File: config.mk
export PLATFORM = sky130hd
export DESIGN_NAME = id_ex_skid_flat
export DESIGN_NICKNAME = d
export VERILOG_FILES = /design/src/rtl/id_ex_pkg.sv /design/src/rtl/id_ex_skid_if.sv /design/src/rtl/id_ex_skid_pipe_skid_buf.sv /design/src/rtl/id_ex_skid.sv /design/src/flat_wrapper.sv
export SDC_FILE = /design/constraint.sdc
export NUM_CORES = 1
export LEC_CHECK = 0
export ABC_AREA = 0
export ABC_CLOCK_PERIOD_IN_PS = 18700
export CAP_MARGIN = 5
export CORE_UTILIZATION = 55
export DETAILED_ROUTE_END_ITERATION = 8
export GPL_TIMING_DRIVEN = 0
export PLACE_DENSITY = 0.83
export SYNTH_ARGS = -nofsm -noshare
export SYNTH_HDL_FRONTEND = slang
export SYNTH_SLANG_ARGS = --single-unit
File: constraint.sdc
create_clock -name clk -period 18.7 [get_ports clk]
set_input_delay 5.61 -clock clk [delete_from_list [all_inputs] [get_ports clk]]
set_output_delay 5.61 -clock clk [all_outputs]
set_load 0.005 [all_outputs]
File: src/rtl/id_ex_pkg.sv
// Shared ID/EX definitions: default widths, payload bundle, ALU codes.
// Imported by decode, execute and the ID/EX skid register.
package id_ex_pkg;

    localparam int ID_EX_XLEN     = 64;
    localparam int ID_EX_ALUOP_W  = 8;
    localparam int ID_EX_ALUSEL_W = 4;
    localparam int ID_EX_RADDR_W  = 5;
    localparam int ID_EX_CNT_W    = 16;

    typedef struct packed {
        logic [ID_EX_ALUOP_W-1:0]  aluop;
        logic [ID_EX_ALUSEL_W-1:0] alusel;
        logic [ID_EX_XLEN-1:0]     op1;
        logic [ID_EX_XLEN-1:0]     op2;
        logic [ID_EX_RADDR_W-1:0]  rd;
        logic                      we;
        logic                      mem_valid;
        logic                      mem_rw;
    } id_ex_payload_t;

    localparam logic [ID_EX_ALUOP_W-1:0] ALUOP_NOP = 8'h00;
    localparam logic [ID_EX_ALUOP_W-1:0] ALUOP_ADD = 8'h20;
    localparam logic [ID_EX_ALUOP_W-1:0] ALUOP_SUB = 8'h22;
    localparam logic [ID_EX_ALUOP_W-1:0] ALUOP_AND = 8'h24;
    localparam logic [ID_EX_ALUOP_W-1:0] ALUOP_OR  = 8'h25;
    localparam logic [ID_EX_ALUOP_W-1:0] ALUOP_XOR = 8'h26;
    localparam logic [ID_EX_ALUOP_W-1:0] ALUOP_SLL = 8'h04;
    localparam logic [ID_EX_ALUOP_W-1:0] ALUOP_LD  = 8'h30;
    localparam logic [ID_EX_ALUOP_W-1:0] ALUOP_SD  = 8'h38;

    localparam logic [ID_EX_ALUSEL_W-1:0] ALUSEL_NOP   = 4'd0;
    localparam logic [ID_EX_ALUSEL_W-1:0] ALUSEL_LOGIC = 4'd1;
    localparam logic [ID_EX_ALUSEL_W-1:0] ALUSEL_SHIFT = 4'd2;
    localparam logic [ID_EX_ALUSEL_W-1:0] ALUSEL_ARITH = 4'd3;
    localparam logic [ID_EX_ALUSEL_W-1:0] ALUSEL_MEM   = 4'd4;

endpackage

File: src/rtl/id_ex_skid_if.sv
// ID->EX handshake bundle: decode side drives *_i, the register drives *_o.
// master = decode/execute environment, slave = the ID/EX register.
interface id_ex_skid_if
    import id_ex_pkg::*;
#(
    parameter int XLEN     = ID_EX_XLEN,
    parameter int ALUOP_W  = ID_EX_ALUOP_W,
    parameter int ALUSEL_W = ID_EX_ALUSEL_W,
    parameter int RADDR_W  = ID_EX_RADDR_W,
    parameter int CNT_W    = ID_EX_CNT_W
);
    logic                valid_i;
    logic                ready_o;
    logic [ALUOP_W-1:0]  aluop_i;
    logic [ALUSEL_W-1:0] alusel_i;
    logic [XLEN-1:0]     oprand1_i;
    logic [XLEN-1:0]     oprand2_i;
    logic [RADDR_W-1:0]  reg_write_addr_i;
    logic                reg_write_enable_i;
    logic                mem_valid_i;
    logic                mem_rw_i;
    logic                flush_i;

    logic                valid_o;
    logic                ready_i;
    logic [ALUOP_W-1:0]  aluop_o;
    logic [ALUSEL_W-1:0] alusel_o;
    logic [XLEN-1:0]     oprand1_o;
    logic [XLEN-1:0]     oprand2_o;
    logic [RADDR_W-1:0]  reg_write_addr_o;
    logic                reg_write_enable_o;
    logic                mem_valid_o;
    logic                mem_rw_o;
    logic [CNT_W-1:0]    stall_cnt_o;

    modport master (
        output valid_i, aluop_i, alusel_i, oprand1_i, oprand2_i,
               reg_write_addr_i, reg_write_enable_i, mem_valid_i,
               mem_rw_i, flush_i, ready_i,
        input  ready_o, valid_o, aluop_o, alusel_o, oprand1_o,
               oprand2_o, reg_write_addr_o, reg_write_enable_o,
               mem_valid_o, mem_rw_o, stall_cnt_o
    );

    modport slave (
        input  valid_i, aluop_i, alusel_i, oprand1_i, oprand2_i,
               reg_write_addr_i, reg_write_enable_i, mem_valid_i,
               mem_rw_i, flush_i, ready_i,
        output ready_o, valid_o, aluop_o, alusel_o, oprand1_o,
               oprand2_o, reg_write_addr_o, reg_write_enable_o,
               mem_valid_o, mem_rw_o, stall_cnt_o
    );

endinterface

File: src/rtl/id_ex_skid_pipe_skid_buf.sv
// Generic one-entry skid pipeline register with flush.
// ready is taken straight from the skid flop, never from i_ready.
module pipe_skid_buf #(
    parameter int WIDTH = 8
) (
    input  logic             clk,
    input  logic             rst,
    input  logic             i_valid,
    output logic             o_ready,
    input  logic [WIDTH-1:0] i_data,
    input  logic             i_flush,
    output logic             o_valid,
    input  logic             i_ready,
    output logic [WIDTH-1:0] o_data
);
    logic             r_main_v;
    logic             r_skid_v;
    logic [WIDTH-1:0] r_main;
    logic [WIDTH-1:0] r_skid;

    logic w_accept;
    logic w_load;

    assign o_ready  = ~r_skid_v;
    assign w_accept = i_valid & ~r_skid_v & ~i_flush;
    assign w_load   = ~r_main_v | (r_main_v & i_ready);

    always_ff @(posedge clk or posedge rst) begin
        if (rst) begin
            r_main_v <= 1'b0;
            r_skid_v <= 1'b0;
            r_main   <= '0;
            r_skid   <= '0;
        end else if (i_flush) begin
            r_main_v <= 1'b0;
            r_skid_v <= 1'b0;
        end else if (w_load) begin
            if (r_skid_v) begin
                // skid is older than anything arriving now
                r_main   <= r_skid;
                r_main_v <= 1'b1;
                r_skid_v <= 1'b0;
            end else begin
                r_main_v <= w_accept;
                if (w_accept) r_main <= i_data;
            end
        end else if (w_accept) begin
            r_skid   <= i_data;
            r_skid_v <= 1'b1;
        end
    end

    assign o_valid = r_main_v;
    assign o_data  = r_main;

endmodule

File: src/rtl/id_ex_skid.sv
// ID->EX pipeline register: skid buffer on the packed payload,
// valid-gated write/mem controls and a saturating stall counter.
module id_ex_skid
    import id_ex_pkg::*;
#(
    parameter int XLEN     = ID_EX_XLEN,
    parameter int ALUOP_W  = ID_EX_ALUOP_W,
    parameter int ALUSEL_W = ID_EX_ALUSEL_W,
    parameter int RADDR_W  = ID_EX_RADDR_W,
    parameter int CNT_W    = ID_EX_CNT_W
) (
    input logic         clk,
    input logic         rst,
    id_ex_skid_if.slave bus
);
    localparam int W = ALUOP_W + ALUSEL_W + 2 * XLEN + RADDR_W + 3;

    logic [W-1:0]     w_in;
    logic [W-1:0]     w_out;
    logic             w_main_v;
    logic             w_we;
    logic             w_mem_v;
    logic [CNT_W-1:0] r_stall_cnt;

    assign w_in = {bus.aluop_i, bus.alusel_i,
                   bus.oprand1_i, bus.oprand2_i,
                   bus.reg_write_addr_i, bus.reg_write_enable_i,
                   bus.mem_valid_i, bus.mem_rw_i};

    pipe_skid_buf #(.WIDTH(W)) u_buf (
        .clk     (clk),
        .rst     (rst),
        .i_valid (bus.valid_i),
        .o_ready (bus.ready_o),
        .i_data  (w_in),
        .i_flush (bus.flush_i),
        .o_valid (w_main_v),
        .i_ready (bus.ready_i),
        .o_data  (w_out)
    );

    assign {bus.aluop_o, bus.alusel_o,
            bus.oprand1_o, bus.oprand2_o,
            bus.reg_write_addr_o, w_we,
            w_mem_v, bus.mem_rw_o} = w_out;

    // bubbles must never write the register file or touch memory
    assign bus.valid_o            = w_main_v;
    assign bus.reg_write_enable_o = w_main_v & w_we;
    assign bus.mem_valid_o        = w_main_v & w_mem_v;

    always_ff @(posedge clk or posedge rst) begin
        if (rst) begin
            r_stall_cnt <= '0;
        end else if (w_main_v & ~bus.ready_i & ~bus.flush_i
                     & ~(&r_stall_cnt)) begin
            r_stall_cnt <= r_stall_cnt + CNT_W'(1);
        end
    end

    assign bus.stall_cnt_o = r_stall_cnt;

endmodule

File: src/flat_wrapper.sv
// flat-port wrapper written by rule: the top's interface ports become plain ports
module id_ex_skid_flat import id_ex_pkg::*;
#(
    parameter int XLEN     = ID_EX_XLEN,
    parameter int ALUOP_W  = ID_EX_ALUOP_W,
    parameter int ALUSEL_W = ID_EX_ALUSEL_W,
    parameter int RADDR_W  = ID_EX_RADDR_W,
    parameter int CNT_W    = ID_EX_CNT_W
)
  (clk, rst, bus_valid_i, bus_aluop_i, bus_alusel_i, bus_oprand1_i, bus_oprand2_i, bus_reg_write_addr_i, bus_reg_write_enable_i, bus_mem_valid_i, bus_mem_rw_i, bus_flush_i, bus_ready_i, bus_ready_o, bus_valid_o, bus_aluop_o, bus_alusel_o, bus_oprand1_o, bus_oprand2_o, bus_reg_write_addr_o, bus_reg_write_enable_o, bus_mem_valid_o, bus_mem_rw_o, bus_stall_cnt_o);
  id_ex_skid_if #(.XLEN(XLEN), .ALUOP_W(ALUOP_W), .ALUSEL_W(ALUSEL_W), .RADDR_W(RADDR_W), .CNT_W(CNT_W)) bus_i ();
  input logic clk;
  input logic rst;
  input wire logic [$bits(bus_i.valid_i)-1:0] bus_valid_i;
  input wire logic [$bits(bus_i.aluop_i)-1:0] bus_aluop_i;
  input wire logic [$bits(bus_i.alusel_i)-1:0] bus_alusel_i;
  input wire logic [$bits(bus_i.oprand1_i)-1:0] bus_oprand1_i;
  input wire logic [$bits(bus_i.oprand2_i)-1:0] bus_oprand2_i;
  input wire logic [$bits(bus_i.reg_write_addr_i)-1:0] bus_reg_write_addr_i;
  input wire logic [$bits(bus_i.reg_write_enable_i)-1:0] bus_reg_write_enable_i;
  input wire logic [$bits(bus_i.mem_valid_i)-1:0] bus_mem_valid_i;
  input wire logic [$bits(bus_i.mem_rw_i)-1:0] bus_mem_rw_i;
  input wire logic [$bits(bus_i.flush_i)-1:0] bus_flush_i;
  input wire logic [$bits(bus_i.ready_i)-1:0] bus_ready_i;
  output wire logic [$bits(bus_i.ready_o)-1:0] bus_ready_o;
  output wire logic [$bits(bus_i.valid_o)-1:0] bus_valid_o;
  output wire logic [$bits(bus_i.aluop_o)-1:0] bus_aluop_o;
  output wire logic [$bits(bus_i.alusel_o)-1:0] bus_alusel_o;
  output wire logic [$bits(bus_i.oprand1_o)-1:0] bus_oprand1_o;
  output wire logic [$bits(bus_i.oprand2_o)-1:0] bus_oprand2_o;
  output wire logic [$bits(bus_i.reg_write_addr_o)-1:0] bus_reg_write_addr_o;
  output wire logic [$bits(bus_i.reg_write_enable_o)-1:0] bus_reg_write_enable_o;
  output wire logic [$bits(bus_i.mem_valid_o)-1:0] bus_mem_valid_o;
  output wire logic [$bits(bus_i.mem_rw_o)-1:0] bus_mem_rw_o;
  output wire logic [$bits(bus_i.stall_cnt_o)-1:0] bus_stall_cnt_o;
  assign bus_i.valid_i = bus_valid_i;
  assign bus_i.aluop_i = bus_aluop_i;
  assign bus_i.alusel_i = bus_alusel_i;
  assign bus_i.oprand1_i = bus_oprand1_i;
  assign bus_i.oprand2_i = bus_oprand2_i;
  assign bus_i.reg_write_addr_i = bus_reg_write_addr_i;
  assign bus_i.reg_write_enable_i = bus_reg_write_enable_i;
  assign bus_i.mem_valid_i = bus_mem_valid_i;
  assign bus_i.mem_rw_i = bus_mem_rw_i;
  assign bus_i.flush_i = bus_flush_i;
  assign bus_i.ready_i = bus_ready_i;
  assign bus_ready_o = bus_i.ready_o;
  assign bus_valid_o = bus_i.valid_o;
  assign bus_aluop_o = bus_i.aluop_o;
  assign bus_alusel_o = bus_i.alusel_o;
  assign bus_oprand1_o = bus_i.oprand1_o;
  assign bus_oprand2_o = bus_i.oprand2_o;
  assign bus_reg_write_addr_o = bus_i.reg_write_addr_o;
  assign bus_reg_write_enable_o = bus_i.reg_write_enable_o;
  assign bus_mem_valid_o = bus_i.mem_valid_o;
  assign bus_mem_rw_o = bus_i.mem_rw_o;
  assign bus_stall_cnt_o = bus_i.stall_cnt_o;
  id_ex_skid #(.XLEN(XLEN), .ALUOP_W(ALUOP_W), .ALUSEL_W(ALUSEL_W), .RADDR_W(RADDR_W), .CNT_W(CNT_W)) u_core (.clk(clk), .rst(rst), .bus(bus_i));
endmodule
# Word level (Yosys, flattened, before mapping)
# Cells that the tools add are included.
word_totals:
  reg_bits: 314
  inputBits: 153
  output_inout_bits: 166
  word_cells: 35
op_classes:
  add_sub_neg: 1
  mux: 8
  bitwise_logic: 15
  n_reduce_logical: 6
ops:
  columns: ["op", "count"]
  rows:
  - ["148-bit 2-to-1 mux", 2]
  - ["16-bit by 1-bit adder with 16-bit output (second input constant)", 1]
  - ["16-bit AND reduction", 1]
  - ["1-bit bitwise AND", 8]
  - ["1-bit 2-to-1 mux", 6]
  - ["1-bit inverter", 6]
  - ["3-bit AND reduction", 2]
  - ["2-bit nonzero test", 2]
  - ["3-bit nonzero test", 1]
  - ["1-bit bitwise OR", 1]

# Longest topological paths before layout
logic_depth:
  ltp_word: 6
  mapped_depth: 7
  mapped_depth_nobuf: 5

# Hierarchy
# A second synthesis with hierarchy kept.
unflattened:
  hier_cells: 878
  area_unflattened_um2: 14034.7
modules_own_cells:
  columns: ["module", "n_inst", "cells_each", "area_each_um2", "seq_area_each_um2"]
  rows:
  - ["pipe_skid_buf", 1, 801, 13213.9, 7457.2]
  - ["id_ex_skid", 1, 77, 820.8, 400.4]

# Worst setup path before layout
# No wires, ideal clock.
synth_timing:
  path_kind: "in2reg"
  from: "in bus_flush_i"
  to: "reg u_core.r_stall_cnt[13] (netlist: u_core.bus.stall_cnt_o[13])"
  setup_time_ps: 79
  t_arrival_ps: 7110
  slack_ps: 11511
  cell_stages: 5
  path_buffers: 1
  path_cell_list: "or3b_1 -> buf_2 -> or4_4 -> nor4b_2 -> xor2_1"
synth_via:
  elab_chain_len: 3
synth_rtl:
  columns: ["element", "line", "text"]
  rows:
  - ["from (decl)", "flat_wrapper.sv:23", "input wire logic [$bits(bus_i.flush_i)-1:0] bus_flush_i;"]
  - ["1-bit inverter", "id_ex_skid.sv:55", "end else if (w_main_v & ~bus.ready_i & ~bus.flush_i"]
  - ["1-bit bitwise AND", "id_ex_skid.sv:55", null]
  - ["1-bit bitwise AND", "id_ex_skid.sv:56", "& ~(&r_stall_cnt)) begin"]
  - ["to (signal assigned)", "id_ex_skid.sv:57", "r_stall_cnt <= r_stall_cnt + CNT_W'(1);"]
  - ["to (decl)", "id_ex_skid.sv:23", "logic [CNT_W-1:0] r_stall_cnt;"]
# No other way between the ends.
# A chain may end at the register's enable or synchronous reset.

# Worst setup path in the final report
layout_timing:
  from: "in bus_ready_i"
  to: "reg u_core.u_buf.r_main[14] (netlist: u_core.u_buf.o_data[14])"
layout_via:
  elab_chain_len: 3
layout_rtl:
  columns: ["element", "line", "text"]
  rows:
  - ["from (decl)", "flat_wrapper.sv:24", "input wire logic [$bits(bus_i.ready_i)-1:0] bus_ready_i;"]
  - ["1-bit bitwise AND", "id_ex_skid_pipe_skid_buf.sv:26", "assign w_load = ~r_main_v | (r_main_v & i_ready);"]
  - ["1-bit bitwise OR", "id_ex_skid_pipe_skid_buf.sv:26", null]
  - ["3-bit AND reduction (no source line)", null, null]
  - ["to (signal assigned)", "id_ex_skid_pipe_skid_buf.sv:40", "r_main <= r_skid;"]
  - ["to (signal assigned)", "id_ex_skid_pipe_skid_buf.sv:45", "if (w_accept) r_main <= i_data;"]
  - ["to (decl)", "id_ex_skid_pipe_skid_buf.sv:18", "logic [WIDTH-1:0] r_main;"]
# No other way between the ends.

==> reports/metrics.cfg <==
[logic_synthesis]
ys_seq_area_share_pct=55.7
synth_most_common_cell=dfrtp_1
synth_flop_cell=dfrtp_1
async_flop_share_pct=100
synth_top_cell_by_area=dfrtp_1
ys_warn_count=0
synth_seq_cells=314
synth_edf_count=0
netlist_area_sq_um=14100
postSynthAreaPerCell_sq_um=11.9
syn_nets=1341
syn_inst=1187
synthTopCellsByArea=dfrtp_1, mux2_1, mux2i_1
ys_types=34
synthTopCellsByCount=dfrtp_1, nor2_1, a21oi_1
synth_top_area_share_pct=55.7

[critical_path]
crit_path_start=bus_ready_i
arrival_ps=8270
worstPathRequired_ps=19110
crit_fanout=10
timing.rr.start=u_core.u_buf.r_skid_v$_DFFE_PP0P_
critPathKind=in -> reg
worstSetupStartpointType=input port
worst_setup_path_end_kind=register

[clocking]
clockBufferDepth=3
clk_pin_slew_ps=50
cts-buffers-inserted=35
cts-root-buf=clkbuf_16
cts_setup_buffers=0
hold_buffers=0
ctsResizeCount=0
clock_latency_ps=510
cts_htree_levels=2
cts_tree=built
clock_sinks=314

[timing]
finalMaxSlewViolations=0
fin_setup_tns_ps=0
layout_setup_ws_ps=10840
fin_crit_sh_pct=42.0
hold_violations=0
worstMarginPinSlew_ps=833
slew_headroom_pct=44.4
clock_skew_ps=16.8
rsz0062_at_grt=no
finalSetupViolCount=0
fin_crit_ps=7860
max_freq_ghz=0.127

[detailed_routing]
viasPerCell=5.31
vias=10100
drt_iter0_markers=724
drc=0
ant_nets=0
drt_first_pass_iters=5
wirelength_mm=35.4
wl_per_cell_um=18.6

[placement]
numPortBuffers=318
hpwlAfterDp_mm=24.1
gp_congestion=0.845
pre_cts_slack_ps=10320

[finish]
syn_to_final_growth_pct=34.7
fillerInstances=1711
regArea_sq_um=7860
multi_input_area_sq_um=4880
layout.nets=1699
postLayoutCoreUtil_pct=75.4
layout-drive-gt1-share_pct=14.3

[grt]
grt.total_usage_pct=27.2
grt_overflow=0
grt_pass1_vias=10500
antenna_found_initial=3
grt_max_degree=132
grt_pass1_wl_mm=55.7

[floorplanning]
dieArea_sq_um=26300
ioPinCount=319
num_rows=58
die_w_um=162
core_sq_um=25200
start_util_pct=56.0
die_y_um=162

[min_path]
min_from=u_core.u_buf.r_skid[15]$_DFFE_PP0P_
min_path_type=reg -> reg

[outcome]
status=finished clean

[pwr]
p_leak_nw=7.94
p_per_area_nw_per_um2=109
peakVddDrop_v=0.0000921

[job]
maxCapViolCount=0

[where the power goes]
part           total, mW  switching, mW  internal, mW
clock              0.721          0.274         0.448
sequential         0.906         0.0818         0.824
combinational      0.437          0.158         0.279
total               2.06          0.514          1.55
[layout by cell type, fill, tap and decap left out, drive strengths merged, types with 3 or more instances in the layout]
cell,n
nor2,157
clkinv,6
buf,156
nand4,3
nand2,4
xnor2,3
mux2i,148
a21oi,151
clkdlybuf4s50,318
nand3,7
inv,5
xor2,7
nor4b,3
clkbuf,109
nor3,3
dfrtp,314
bufinv,4
mux2,149
diode,3
nor4,3
[per-layer routing]
layer	track usage [%]	vias up	wire length, um
li1	-	4652	-
met1	33.7	5039	14100
met2	45.9	357	17400
met3	7.46	66	2920
met4	9.13	0	1060
met5	0	-	0
[path summary, 6_finish.rpt]
| check | to | slack, ps | depth (start not counted) |
|---|---|---|---|
| max reg2reg | u_core.u_buf.o_data[14]$_DFFE_PP0P_ | 15830 | 8 |
| min in group asynchronous | u_core.u_buf.r_skid[25]$_DFFE_PP0P_ | 5660 | 2 |
| max in group asynchronous | u_core.u_buf.o_data[84]$_DFFE_PP0P_ | 11930 | 3 |
| min reg2reg | u_core.u_buf.r_skid[15]$_DFFE_PP0P_ | 490 | 1 |
| max | u_core.u_buf.o_data[14]$_DFFE_PP0P_ | 10840 | 8 |
| min | u_core.u_buf.r_skid[15]$_DFFE_PP0P_ | 490 | 1 |
[kinds of logic after synthesis]
family                     synth area share, %
buffers and inverters                     9.63
and+or+nand+nor                           5.65
AOI/OAI and AO/OA                         5.84
adders and majority gates               0.0888
muxes                                     22.4
xor gates and xnor gates                 0.621
DFF                                       55.7
[cell type report]
class                   count  area share, %
clock buffers              51           5.58
clock inverters            11          0.831
diodes                      3         0.0395
plain buffers             211           7.05
well taps                 330           2.18
flip-flops and latches    314           41.4
multi-input cells         657           25.7
inverters                   5          0.138
repair buffers            321           17.1
[state kept, by name, summed over array words and instances (netlist names)]
name / cells
u_core.u_buf.o_data: 148
u_core.u_buf.r_skid: 148
u_core.bus.stall_cnt_o: 16
u_core.u_buf.o_valid: 1
u_core.u_buf.r_skid_v: 1
[critical path, cell delays in order]
cell,delay (ps)
clkdlybuf4s50_1,510
nor2b_1,60
nor3_1,400
buf_2,290
clkbuf_1,610
clkbuf_1,490
nor2_1,110
a21oi_1,170
[through the flow]
| step | hold slack (ps) | std cells | area, sq um | total power [mW] |
|---|---|---|---|---|
| finish | 489 | 1903 | 19000 | 2.06 |
| global route | 500 | 1901 | 19000 | 2.16 |
| detailed placement | 481 | 1838 | 17800 | 1.35 |
| floorplan | 464 | 1187 | 14100 | 1.13 |
| global placement | 473 | 1835 | 17700 | 1.33 |
| CTS | 493 | 1900 | 19000 | 2.08 |
No activity file was read; power rests on OpenSTA's default activity.
